File: config.mk
export PLATFORM = sky130hd
export DESIGN_NAME = mac_operand_feeder
export DESIGN_NICKNAME = d
export VERILOG_FILES = /design/src/rtl/mac_feed_pkg.sv /design/src/rtl/mac_wgt_lane_mux.sv /design/src/rtl/mac_operand_feeder.sv
export SDC_FILE = /design/constraint.sdc
export NUM_CORES = 1
export LEC_CHECK = 0
export BUFFER_PORTS_ARGS = -buffer_cell sky130_fd_sc_hd__buf_2
export CAP_MARGIN = 20
export CELL_PAD_IN_SITES_DETAIL_PLACEMENT = 1
export CELL_PAD_IN_SITES_GLOBAL_PLACEMENT = 2
export CORE_ASPECT_RATIO = 1.5
export CORE_MARGIN = 3
export CORE_UTILIZATION = 33
export CTS_BUF_LIST = sky130_fd_sc_hd__clkbuf_16
export CTS_CLUSTER_DIAMETER = 100
export DETAILED_ROUTE_END_ITERATION = 8
export PLACE_DENSITY_LB_ADDON = 0.1
export SLEW_MARGIN = 20
export SYNTH_ARGS = -nofsm -noshare
export SYNTH_HDL_FRONTEND = slang
export SYNTH_SLANG_ARGS = --single-unit
File: constraint.sdc
create_clock -name clk -period 7 [get_ports clk]
set_input_delay 1.4 -clock clk [delete_from_list [all_inputs] [get_ports clk]]
set_output_delay 1.4 -clock clk [all_outputs]
set_load 0.01 [all_outputs]
File: src/rtl/mac_feed_pkg.sv
// mac_feed_pkg: shared states, precision codes and helpers for the MAC operand feeder
package mac_feed_pkg;
  typedef enum logic [2:0] {IDLE, CLEAR, FEED, FLUSH, DONE} state_t;
  localparam logic [1:0] PREC_8 = 2'b00;
  localparam logic [1:0] PREC_4 = 2'b01;
  localparam logic [1:0] PREC_2 = 2'b10;
  localparam logic [1:0] PREC_4X = 2'b11;
  localparam int FLUSH_CYC = 2;
  function automatic logic [3:0] prec_bits(input logic [1:0] code);
    return code == PREC_8 ? 4'd8 : code == PREC_2 ? 4'd2 : 4'd4;
  endfunction
endpackage

File: src/rtl/mac_wgt_lane_mux.sv
// mac_wgt_lane_mux: places the reduced-precision weight in its phase lane and sign-extends the activation
module mac_wgt_lane_mux
  import mac_feed_pkg::*;
(
  input  logic [7:0] wgt,
  input  logic [7:0] act,
  input  logic [2:0] phase,
  input  logic [1:0] prec,
  output logic [7:0] lane_wgt,
  output logic [7:0] ext_act
);
  logic [1:0] lsh;
  logic [7:0] field;
  // phase rounded down to a multiple of the precision width is the lane's bit offset
  always_comb begin
    lsh = prec == PREC_8 ? 2'd3 : (prec == PREC_4 || prec == PREC_4X) ? 2'd2 : 2'd1;
    field = prec == PREC_8 ? wgt : prec == PREC_2 ? {6'd0, wgt[1:0]} : {4'd0, wgt[3:0]};
    lane_wgt = field << ((phase >> lsh) << lsh);
    ext_act = prec == PREC_8 ? act : prec == PREC_2 ? {{6{act[1]}}, act[1:0]} : {{4{act[3]}}, act[3:0]};
  end
endmodule

File: src/rtl/mac_operand_feeder.sv
// mac_operand_feeder: feeds (act, wgt) pairs to a bit-serial MAC; optional MAC_FEED_STALL_CNT_EN adds a stall counter
module mac_operand_feeder
  import mac_feed_pkg::*;
#(
  parameter int LEN_W = 8
) (
  input  logic             clk,
  input  logic             rstn,
  input  logic             start_i,
  input  logic [LEN_W-1:0] len_i,
  input  logic [1:0]       cfg_prec_i,
  input  logic             op_valid_i,
  output logic             op_ready_o,
  input  logic [7:0]       op_act_i,
  input  logic [7:0]       op_wgt_i,
  output logic             mac_rstn_o,
  output logic             mac_en_o,
  output logic [7:0]       mac_act_o,
  output logic [7:0]       mac_wgt_o,
  output logic [1:0]       mac_prec_o,
  output logic             busy_o,
  output logic             vec_done_o,
  output logic [15:0]      stall_cnt_o
);
  state_t state_q, state_d;
  logic [LEN_W-1:0] len_q, cnt_q, cnt_d;
  logic [2:0] phase_q, bit_q, bit_d;
  logic [1:0] fl_q, fl_d;
  logic full_q, full_d, en_d, ready_d, hs, last, all_in;
  logic [3:0] bits;
  logic [7:0] lane_wgt, ext_act;
  assign bits = prec_bits(mac_prec_o);
  assign hs = op_ready_o & op_valid_i;
  assign last = full_q && ({1'b0, bit_q} == bits - 4'd1);
  assign all_in = cnt_q == len_q;
  mac_wgt_lane_mux u_mux (
    .wgt(op_wgt_i),
    .act(op_act_i),
    .phase(phase_q),
    .prec(mac_prec_o),
    .lane_wgt(lane_wgt),
    .ext_act(ext_act)
  );
  // next state, next MAC enable and pair/bit/flush bookkeeping
  always_comb begin
    state_d = state_q;
    en_d = 1'b0;
    full_d = 1'b0;
    bit_d = bit_q;
    cnt_d = cnt_q;
    fl_d = fl_q;
    unique case (state_q)
      IDLE: state_d = start_i ? CLEAR : IDLE;
      CLEAR: begin
        bit_d = 3'd0;
        cnt_d = '0;
        fl_d = 2'd0;
        state_d = len_q == '0 ? FLUSH : FEED;
        en_d = len_q == '0;
      end
      FEED: begin
        full_d = hs || (full_q && !last);
        en_d = full_d;
        bit_d = hs ? 3'd0 : bit_q + 3'(full_q);
        cnt_d = cnt_q + LEN_W'(hs);
        if (last && all_in) begin
          state_d = FLUSH;
          en_d = 1'b1;
          fl_d = 2'd0;
        end
      end
      FLUSH: begin
        fl_d = fl_q + 2'd1;
        en_d = fl_q + 2'd1 < 2'(FLUSH_CYC);
        state_d = fl_q == 2'(FLUSH_CYC) ? DONE : FLUSH;
      end
      DONE: state_d = IDLE;
      default: state_d = IDLE;
    endcase
    ready_d = state_d == FEED && cnt_d != len_q && (!full_d || {1'b0, bit_d} == bits - 4'd1);
  end
  // state, counters and registered MAC-side outputs
  always_ff @(posedge clk) begin
    if (!rstn) begin
      state_q <= IDLE;
      len_q <= '0;
      cnt_q <= '0;
      phase_q <= 3'd0;
      bit_q <= 3'd0;
      fl_q <= 2'd0;
      full_q <= 1'b0;
      mac_prec_o <= 2'd0;
      mac_rstn_o <= 1'b0;
      mac_en_o <= 1'b0;
      mac_act_o <= 8'd0;
      mac_wgt_o <= 8'd0;
      op_ready_o <= 1'b0;
      busy_o <= 1'b0;
      vec_done_o <= 1'b0;
    end else begin
      state_q <= state_d;
      cnt_q <= cnt_d;
      bit_q <= bit_d;
      fl_q <= fl_d;
      full_q <= full_d;
      phase_q <= (state_q == CLEAR ? 3'd0 : phase_q) + 3'(en_d);
      if (state_q == IDLE && start_i) begin
        len_q <= len_i;
        mac_prec_o <= cfg_prec_i;
      end
      mac_rstn_o <= state_d != CLEAR;
      mac_en_o <= en_d;
      mac_act_o <= hs ? ext_act : full_d ? mac_act_o : 8'd0;
      mac_wgt_o <= hs ? lane_wgt : full_d ? mac_wgt_o : 8'd0;
      op_ready_o <= ready_d;
      busy_o <= state_d != IDLE;
      vec_done_o <= state_d == DONE;
    end
  end
`ifdef MAC_FEED_STALL_CNT_EN
  // saturating count of FEED cycles left without a MAC enable
  always_ff @(posedge clk) begin
    if (!rstn || state_q == CLEAR) stall_cnt_o <= 16'd0;
    else if (state_q == FEED && state_d == FEED && !en_d && stall_cnt_o != 16'hFFFF) stall_cnt_o <= stall_cnt_o + 16'd1;
  end
`else
  assign stall_cnt_o = 16'd0;
`endif
endmodule

==> impl_metrics.py, run 1 <==
metrics = {
    "synthesis": {
        "synth_top_flop_cell": "dfxtp_1",
        "synth-async-reset-ratio_pct": 0,
        "syn_avg_cell_area_um2": 8.46,
        "synth_cell_type_count": 57,
        "ys_warn_count": 0,
        "synth_top_cell_by_area": "dfxtp_1",
        "synth.yosys.seq_area_share_pct": 36.3,
        "synth.area.top_cells": "dfxtp_1 36%, nand2_1 6.0%, a21boi_0 5.6%",
        "synth_top_area_share_pct": 36.3,
        "synthCells": 332,
        "synth_seq_cells": 51,
        "netlist_area_mm2": 0.00281,
        "synth_edf_count": 0,
    },
    "sta": {
        "setup-tns-final_ns": 0,
        "max_freq_mhz": 288,
        "layout_worst_path_cycle_share_pct": 49.7,
        "slew_violations": 0,
        "period_minus_slack_ns": 3.48,
        "tightest_slew_ns": 0.773,
        "maxSlewHeadroom_pct": 48.4,
        "rsz0062_at_grt": "no",
        "hold_violations": 0,
        "hold_slack_ns": 0.469,
        "setup_viol": 0,
        "skew_ns": 0.00589,
    },
    "global_route": {
        "grt_pass1_wl_um": 12400,
        "antenna_found_initial": 0,
        "overflow": 0,
        "grt_max_degree": 51,
        "grtUsageTotal_pct": 16.5,
        "grt_pass1_vias": 2475,
    },
    "worst_setup_path": {
        "crit_fanout": 12,
        "critPathLaunchType": "input port",
        "worst_ep_arrival_time_ns": 3.65,
        "worstPathRequired_ns": 7.18,
        "worstSetupEndpointType": "flip-flop",
        "crit_type": "in2reg",
    },
    "route": {
        "drt_pass1_iterations": 4,
        "drt_iter0_drc": 76,
        "route.final.wire_length_um": 7510,
        "ant_nets": 0,
        "wire_per_inst_um": 15.7,
        "num_vias": 2435,
        "via_per_inst": 5.09,
        "drc": 0,
    },
    "clock_network": {
        "cts.sinks": 51,
        "tritoncts": "built",
        "cts_buffer_depth": 2,
        "clockRootBuffer": "clkbuf_16",
        "ctsResizeCount": 0,
        "path_clk_slew_ns": 0.07,
        "cts_buffers": 5,
        "clkLatencyLatePin_ns": 0.29,
        "hold_buffers": 0,
        "cts_setup_buffers": 0,
        "htreeDepth": 2,
    },
    "finish": {
        "multiInputGateArea_mm2": 0.00165,
        "final-seq-area_mm2": 0.00102,
        "fin_nets": 409,
        "n_fill_cell": 1001,
        "antenna_cells": 0,
        "drive_gt1_share_pct": 18.8,
        "syn2layout_area_growth_pct": 14.4,
    },
    "job": {
        "cap_viol_max_count": 0,
    },
    "place": {
        "place_congestion": 0.842,
        "post-dp-hpwl_um": 5790,
        "io_buffer_count": 52,
    },
    "floorplanning": {
        "core_area_mm2": 0.00816,
        "dieHeight_um": 119,
        "initial_core_util_pct": 34.4,
        "die_w_um": 81.3,
        "die_area_mm2": 0.00968,
        "rows": 40,
        "ios": 69,
    },
    "pwr": {
        "power_density_mw_per_mm2": 202,
        "leakage_uw": 0.00133,
        "peakVddDrop_mv": 0.0960,
    },
    "hold_path": {
        "hold_path.class": "reg2reg",
    },
    "run_status": {
        "status": "finished clean",
    },
}
## worst max-delay path, stage by stage
cell	delay (ns)
buf_2	0.12
nand2_1	0.32
inv_1	0.17
ha_1	0.25
ha_1	0.27
nor4bb_1	0.14
a211oi_1	0.33
xor2_1	0.20
nand4_1	0.14
nor4_2	0.24
a211oi_1	0.08
## worst paths after layout
path	from	end	slack, ns	cells after the start
worst max-delay path	op_valid_i	op_ready_o$_SDFF_PN0_	3.52	11
worst min-delay path	mac_act_o[4]$_SDFFE_PN0P_	mac_act_o[4]$_SDFFE_PN0P_	0.47	2
worst max register to register	state_q[1]$_SDFF_PN0_	phase_q[2]$_SDFF_PN0_	4.28	8
worst min register to register	mac_act_o[4]$_SDFFE_PN0P_	mac_act_o[4]$_SDFFE_PN0P_	0.47	2
## synth_stat cells, types with 2 or more instances
library cell,number
a211oi_1,4
a21boi_0,21
a21o_1,3
a21oi_1,13
a22oi_1,8
a2bb2oi_1,2
a31oi_1,6
and2_1,13
and3_1,3
buf_2,2
buf_4,17
clkbuf_1,14
dfxtp_1,51
ha_1,7
inv_1,4
mux2i_1,3
nand2_1,45
nand3_1,9
nand3b_1,2
nand4_1,5
nand4b_1,3
nor2_1,11
nor2b_1,21
nor3_1,2
nor3b_1,3
nor4b_1,2
nor4bb_1,2
o211ai_1,3
o21ai_0,8
o31ai_1,2
or2_2,2
or2b_1,2
or3_1,3
or3b_2,2
or4_1,2
xnor2_1,9
xor2_1,3
## sequential cells by signal, summed over array words and instances, names as in the netlist
signal      flops
phase_q         3
full_q          1
cnt_q           8
mac_rstn_o      1
bit_q           3
mac_en_o        1
busy_o          1
mac_prec_o      2
mac_act_o       8
fl_q            2
op_ready_o      1
vec_done_o      1
state_q         3
mac_wgt_o       8
len_q           8
## cells by family after synthesis
logic type | after synthesis | synth area share, %
AND/OR/NAND/NOR | 142 | 28.6
multiplexers | 4 | 1.60
other | 1 | 0.134
buffers and inverters | 38 | 7.48
flip-flops | 51 | 36.3
AO/OA/AOI/OAI | 77 | 19.0
XOR/XNOR | 12 | 3.74
adder cells (fa/ha/maj) | 7 | 3.12
## layout by cell type (no fill, tap or decap), types with 8 or more instances in the layout
master and instances:
buf_2 52, nor2b_1 21, nand2_1 45, nand3_1 9
conb_1 16, o21ai_0 8, a21oi_1 13, a22oi_1 8
a21boi_0 21, nor2_1 11, xnor2_1 9, and2_1 13
dfxtp_1 51
## layer usage
metal / GRT usage, % / wire length, um / share of wire, %
met5: 0 / 0 / 0
met2: 29.6 / 3970 / 53
met3: 3.71 / 288 / 3.8
met4: 5.92 / 121 / 1.6
met1: 18.3 / 3120 / 42
## report_power, final
part / total [uW] / leakage [uW] / internal (uW) / switching [uW]
clock: 237 / 0.0000762 / 130 / 108
sequential: 319 / 0.000414 / 301 / 18.3
combinational: 93.3 / 0.000840 / 41.4 / 51.9
## cell type report
type | instances | area share (%)
clock buffers | 5 | 3.89
clock inverters | 3 | 0.389
inverters | 4 | 0.467
multi-input cells | 258 | 51.3
flip-flops and latches | 51 | 31.8
well taps | 105 | 4.09
repair buffers | 52 | 8.10
## metrics by stage
stage	instance area [um2]	instances	worst slack, ns	power [uW]	util (%)
2_1_floorplan	2870	347	3.64	393	-
5_1_grt	3210	478	3.30	688	39.4
6_report	3210	478	3.52	650	39.4
4_1_cts	3210	478	3.49	663	39.3
3_3_place_gp	3070	470	3.35	420	37.6
3_5_place_dp	3070	470	3.17	421	37.6
(Power assumes the default switching activity.)
==> inputs of run 2 (changes only) <==
ABC_AREA = 1   (was default)
CORE_UTILIZATION = 28   (was 33)
clock period = 3.3 ns   (was 7 ns; I/O delays follow)
==> run 2 against run 1 <==
Largest cell class unchanged. Worst setup slack worse by 2.6 ns. Area after synthesis hardly changed. Non-clock buffer count up 1. Utilization fell by 6.1 points. Critical path depth is 5 higher. Clock-buffer cell count is the same. Sequential share of layout area down 0.29 points. Die area is 17% higher. Highest routed layer unchanged. Via count grew 15%.
==> impl_metrics.py, run 2 <==
metrics = {
    "pwr": {
        "power.internal_uw": 1000,
        "peakVddDrop_mv": 0.232,
        "power_density_mw_per_mm2": 446,
        "leakage_uw": 0.00154,
        "seqPwrFrac_pct": 46.1,
        "p_sw_uw": 446,
        "clkPwrFrac_pct": 35.5,
        "power_frac_comb_pct": 18.3,
        "swShare_pct": 30.9,
    },
    "route": {
        "wl_met1_um": 3360,
        "drt_pass1_iterations": 4,
        "drt_iter0_drc": 41,
        "route.final.wire_length_um": 8860,
        "dr_wl_met3_um": 305,
        "routed.top_layer": "met4",
        "num_vias": 2809,
        "ant_nets": 0,
        "wire_per_inst_um": 14.8,
        "via_per_inst": 4.71,
        "wl_met2_um": 4970,
        "drc": 0,
    },
    "global_route": {
        "grtUsageTotal_pct": 16.8,
        "grt_max_degree": 36,
        "overflow": 0,
        "grt_pass1_vias": 3008,
        "antenna_found_initial": 0,
        "grt_pass1_wl_um": 14600,
    },
    "synthesis": {
        "post-synth-top-count-cell": "nand2_1",
        "synth_top_cell_by_area": "dfxtp_1",
        "synth_cell_type_count": 29,
        "synth_edf_count": 0,
        "synth_top_area_share_pct": 36.4,
        "synth.area.top_cells": "dfxtp_1 36%, nand2_1 13%, inv_1 9.0%",
        "synthCells": 431,
        "ys_warn_count": 0,
        "synth.yosys.seq_area_share_pct": 36.4,
        "netlist_area_mm2": 0.00281,
        "synth_top_flop_cell": "dfxtp_1",
        "syn_avg_cell_area_um2": 6.51,
        "synth_common_cells": "100 x nand2_1, 67 x inv_1, 55 x nor2_1",
        "synth-async-reset-ratio_pct": 0,
        "synth_seq_cells": 51,
    },
    "worst_setup_path": {
        "path_common_cell": "nand2_1",
        "reg2reg_from": "op_ready_o$_SDFF_PN0_",
        "critPathLaunchType": "input port",
        "path_buf_inv": 3,
        "worstPathRequired_ns": 3.49,
        "worstPathCellList": "buf_2 -> nand2_1 -> inv_2 -> ha_1 -> ha_1 -> inv_1 -> nor2_1 -> nand2_1 -> nand2_1 -> nand2_1 -> nand2_1 -> nand2_1 -> nor2_1 -> nand2_1 -> nor2_1 -> nor2_1",
        "worst_ep_arrival_time_ns": 2.60,
        "crit_start": "op_valid_i",
        "path_delay_family": "simple AND/OR/NAND/NOR gates",
        "crit_fanout": 10,
        "crit_type": "in2reg",
        "r2r_setup_slack_ns": 0.94,
        "r2r_cells": 15,
        "max_stage_delay_ns": 0.28,
        "slowest_stage": "ha_1",
        "r2r-end": "op_ready_o$_SDFF_PN0_",
        "worstSetupEndpointType": "flip-flop",
    },
    "clock_network": {
        "ctsResizeCount": 0,
        "cts_setup_buffers": 0,
        "clkLatencyLatePin_ns": 0.30,
        "clockRootBuffer": "clkbuf_16",
        "tritoncts": "built",
        "cts.sinks": 51,
        "hold_buffers": 0,
        "cts_buffers": 5,
        "path_clk_slew_ns": 0.07,
        "htreeDepth": 2,
        "cts_buffer_depth": 2,
    },
    "finish": {
        "fin_area_mm2": 0.00324,
        "final_core_util_pct": 33.3,
        "final-instance-count-excl-fill": 597,
        "final_cell_mix": "100 x nand2_1, 68 x inv_1, 55 x nor2_1, 52 x buf_2, 51 x dfxtp_1",
        "n_fill_cell": 1280,
        "fin_nets": 518,
        "layout_commonest_cell": "nand2_1",
        "antenna_cells": 0,
        "syn2layout_area_growth_pct": 15.6,
        "drive_gt1_share_pct": 13.7,
    },
    "sta": {
        "setup-tns-final_ns": 0,
        "rsz0062_at_grt": "no",
        "max_freq_mhz": 416,
        "slew_violations": 0,
        "setup_viol": 0,
        "hold_violations": 0,
        "period_minus_slack_ns": 2.40,
        "skew_ns": 0.00485,
        "layout_worst_path_cycle_share_pct": 72.9,
        "maxSlewHeadroom_pct": 47.6,
        "tightest_slew_ns": 0.784,
    },
    "hold_path": {
        "min-delay-start": "fl_q[0]$_SDFFE_PN0P_",
        "hold_depth": 2,
        "hold_path.class": "reg2reg",
        "holdPathEnd": "fl_q[0]$_SDFFE_PN0P_",
    },
    "floorplanning": {
        "initial_core_util_pct": 28.8,
        "rows": 44,
        "die_w_um": 87.7,
        "core_area_mm2": 0.00974,
        "dieHeight_um": 129,
        "ios": 69,
        "die_area_mm2": 0.0113,
    },
    "place": {
        "place_congestion": 0.807,
        "placed_area_mm2": 0.00311,
        "io_buffer_count": 52,
        "dp.cells": 589,
        "post-dp-hpwl_um": 7080,
    },
    "run_status": {
        "status": "finished clean",
    },
    "job": {
        "cap_viol_max_count": 0,
    },
}
run 2: changes by cell type after synthesis, moves of 16 or more:
cell	before	now
a21boi_0	21	0
inv_1	4	67
nand2_1	45	100
nand3_1	9	36
nor2_1	11	55
nor2b_1	21	0
o21ai_0	8	24
run 2: cells by family after synthesis:
family / Yosys count / share of synthesized area, %
DFF: 51 / 36.4
other: 1 / 0.134
AOI/OAI and AO/OA: 66 / 12.5
and+or+nand+nor: 207 / 31.2
xor gates and xnor gates: 5 / 1.56
buffers and inverters: 94 / 15.2
adders and majority gates: 7 / 3.12
run 2: through the flow:
| step | total power (uW) | hold WS, ns | setup WS [ns] |
|---|---|---|---|
| floorplan | 869 | 0.439 | 1.08 |
| finish | 1450 | 0.467 | 0.896 |
| global route | 1530 | 0.513 | 0.620 |
| global placement | 953 | 0.448 | 0.685 |
| CTS | 1480 | 0.472 | 0.876 |
| detailed placement | 956 | 0.463 | 0.572 |
run 2: routing by layer:
layer,up-vias,GRT usage [%]
li1,1437,-
met2,55,32.8
met4,0,6.32
met5,-,0
met3,13,2.56
met1,1304,17.3
run 2: area by class of cell:
class	instances	area [um2]	share of cell area [%]
clock buffer	5	125	3.86
clock inverter	3	11.3	0.347
inverter	69	259	7.98
multi-input combinational	301	1420	43.7
sequential	51	1020	31.5
tap	115	144	4.44
timing repair buffer	53	268	8.25
run 2: worst min-delay path, stage by stage (launching register included):
cell	delay [ns]
dfxtp_1	0.31
nand2_1	0.06
a21oi_1	0.05
run 2: how the worst max path moves through the flow:
stage,to,slack (ns),depth (start not counted)
floorplan,op_ready_o$_SDFF_PN0_,1.08,15
global placement,op_ready_o$_SDFF_PN0_,0.69,16
detailed placement,op_ready_o$_SDFF_PN0_,0.57,16
CTS,op_ready_o$_SDFF_PN0_,0.88,16
global route,op_ready_o$_SDFF_PN0_,0.62,16
finish,op_ready_o$_SDFF_PN0_,0.90,16
run 2: power by group through the flow:
stage	clock, uW	sequential (uW)	combinational (uW)
2_1_floorplan	0	682	187
3_3_place_gp	0	683	270
3_5_place_dp	0	683	273
4_1_cts	533	669	274
5_1_grt	555	671	308
6_report	514	668	265
==> inputs of run 3 (changes only) <==
CORE_UTILIZATION = 25   (was 28)
clock period = 2 ns   (was 3.3 ns; I/O delays follow)
==> run 3 against run 2 <==
Flip-flop and latch count unchanged. Total power grew 71%. Sequential share of layout area is 2.5 points lower. Critical path depth decreased by 3. Non-clock buffer count up 28. Hold slack got worse by 0.091 ns. Wire length is 6.0% higher. Critical endpoint unchanged.
==> impl_metrics.py, run 3 (same netlist as run 2, synthesis figures left out) <==
metrics = {
    "sta": {
        "hold_slack_ns": 0.377,
        "layout_worst_path_cycle_share_pct": 90.6,
        "hold_violations": 0,
        "setup_viol": 0,
        "max_freq_mhz": 552,
        "skew_ns": 0.00616,
        "rsz0062_at_grt": "no",
        "period_minus_slack_ns": 1.81,
        "slew_violations": 0,
    },
    "worst_setup_path": {
        "crit_type": "reg2reg",
        "max_stage_delay_ns": 0.33,
        "worst_ep_arrival_time_ns": 2.01,
        "r2r_cells": 13,
        "path_buf_inv": 1,
        "crit_start": "op_ready_o$_SDFF_PN0_",
        "cp.depth": 13,
        "reg2reg_from": "op_ready_o$_SDFF_PN0_",
        "slowest_stage": "dfxtp_2",
        "worstSetupEndpointType": "flip-flop",
        "path_delay_family": "simple AND/OR/NAND/NOR gates",
        "worstPathRequired_ns": 2.20,
        "crit_fanout": 3,
        "path_common_cell": "nand2_1",
        "worstPathCellList": "nand2_1 -> inv_2 -> ha_2 -> ha_2 -> nand3_1 -> nand2_1 -> nand3_1 -> nand2_1 -> nand2_1 -> nor2_1 -> nand2_1 -> nor2_1 -> nor2_1",
        "critPathLaunchType": "flip-flop",
    },
    "clock_network": {
        "htreeDepth": 2,
        "clockRootBuffer": "clkbuf_16",
        "path_clk_slew_ns": 0.07,
        "hold_buffers": 0,
        "cts.sinks": 51,
        "cts_buffers": 5,
        "tritoncts": "built",
        "cts_buffer_depth": 2,
        "clkLatencyLatePin_ns": 0.30,
    },
    "pwr": {
        "leakage_uw": 0.00167,
        "peakVddDrop_mv": 0.279,
        "power_density_mw_per_mm2": 700,
    },
    "finish": {
        "multiInputGateArea_mm2": 0.00145,
        "fin_nets": 546,
        "drive_gt1_share_pct": 21.6,
        "antenna_cells": 0,
        "layout_commonest_cell": "nand2_1",
        "final_cell_mix": "98 x nand2_1, 66 x inv_1, 52 x buf_2, 51 x nor2_1, 48 x dfxtp_1",
        "final-instance-count-excl-fill": 654,
        "syn2layout_area_growth_pct": 26.2,
        "n_fill_cell": 1413,
        "final-seq-area_mm2": 0.00102,
    },
    "route": {
        "ant_nets": 0,
        "via_per_inst": 4.38,
        "drt_pass1_iterations": 3,
        "route.final.wire_length_um": 9400,
        "drc": 0,
        "wire_per_inst_um": 14.4,
        "drt_iter0_drc": 46,
        "num_vias": 2867,
    },
    "floorplanning": {
        "die_w_um": 92.5,
        "rows": 46,
        "ios": 69,
        "initial_core_util_pct": 26.1,
        "die_area_mm2": 0.0126,
        "dieHeight_um": 136,
        "core_area_mm2": 0.0108,
    },
    "global_route": {
        "grt_pass1_vias": 2935,
        "grtUsageTotal_pct": 15.3,
        "overflow": 0,
        "antenna_found_initial": 0,
        "grt_pass1_wl_um": 14700,
        "grt_max_degree": 28,
    },
    "place": {
        "place_congestion": 0.795,
        "dp.cells": 645,
        "io_buffer_count": 52,
        "post-dp-hpwl_um": 7570,
    },
    "hold_path": {
        "hold_depth": 3,
        "min-delay-start": "op_wgt_i[4]",
        "hold_path.class": "in2reg",
    },
    "job": {
        "cap_viol_max_count": 0,
    },
    "run_status": {
        "status": "finished clean",
    },
}
-- run 3: layout make-up --
type                       count  share of cell area [%]
multi-input combinational    301                    41.1
timing repair buffer          81                    13.5
inverter                      69                    7.31
clock buffer                   5                    3.53
tap                          144                    5.09
clock inverter                 3                   0.565
sequential                    51                    28.9
-- run 3: routing by layer --
metal,vias up,global-route usage [%],wire length (um)
met2,49,31.3,5470
li1,1483,-,-
met1,1329,15.1,3490
met4,0,4.63,111
met3,6,2.72,324
met5,-,0,0
-- run 3: worst paths after layout --
path                               endpoint  slack (ns)
setup / recovery      op_ready_o$_SDFF_PN0_        0.19
hold / removal    mac_wgt_o[4]$_SDFFE_PN0P_        0.38
setup reg to reg      op_ready_o$_SDFF_PN0_        0.19
hold reg to reg        fl_q[0]$_SDFFE_PN0P_        0.47
-- run 3: metrics by stage --
stage | util, % | setup slack (ns) | area (um2) | TNS (ns) | total power [uW]
2_1_floorplan | - | 0.0386 | 2860 | 0 | 1430
3_3_place_gp | 31.1 | 0.0321 | 3350 | 0 | 1620
3_5_place_dp | 31.1 | -0.00299 | 3350 | -0.00299 | 1630
4_1_cts | 32.4 | 0.0631 | 3490 | 0 | 2540
5_1_grt | 32.9 | 0.00326 | 3540 | 0 | 2640
6_report | 32.9 | 0.188 | 3540 | 0 | 2480
-- run 3: what timing repair did --
action,4_1_cts,5_1_grt
resized for setup,0,15
setup buffers,0,1
setup endpoints to repair,0,3
-- run 3: power by group --
part	leakage (uW)	internal [uW]	switching, uW
Combinational	0.00119	179	320
Clock	0.0000658	463	419
Sequential	0.000416	1060	35.5
-- run 3: worst register-to-register path, stage by stage (launching register included) --
cell	delay, ns
dfxtp_2	0.33
nand2_1	0.09
inv_2	0.05
ha_2	0.18
ha_2	0.31
nand3_1	0.13
nand2_1	0.10
nand3_1	0.06
nand2_1	0.08
nand2_1	0.05
nor2_1	0.11
nand2_1	0.07
nor2_1	0.09
nor2_1	0.04
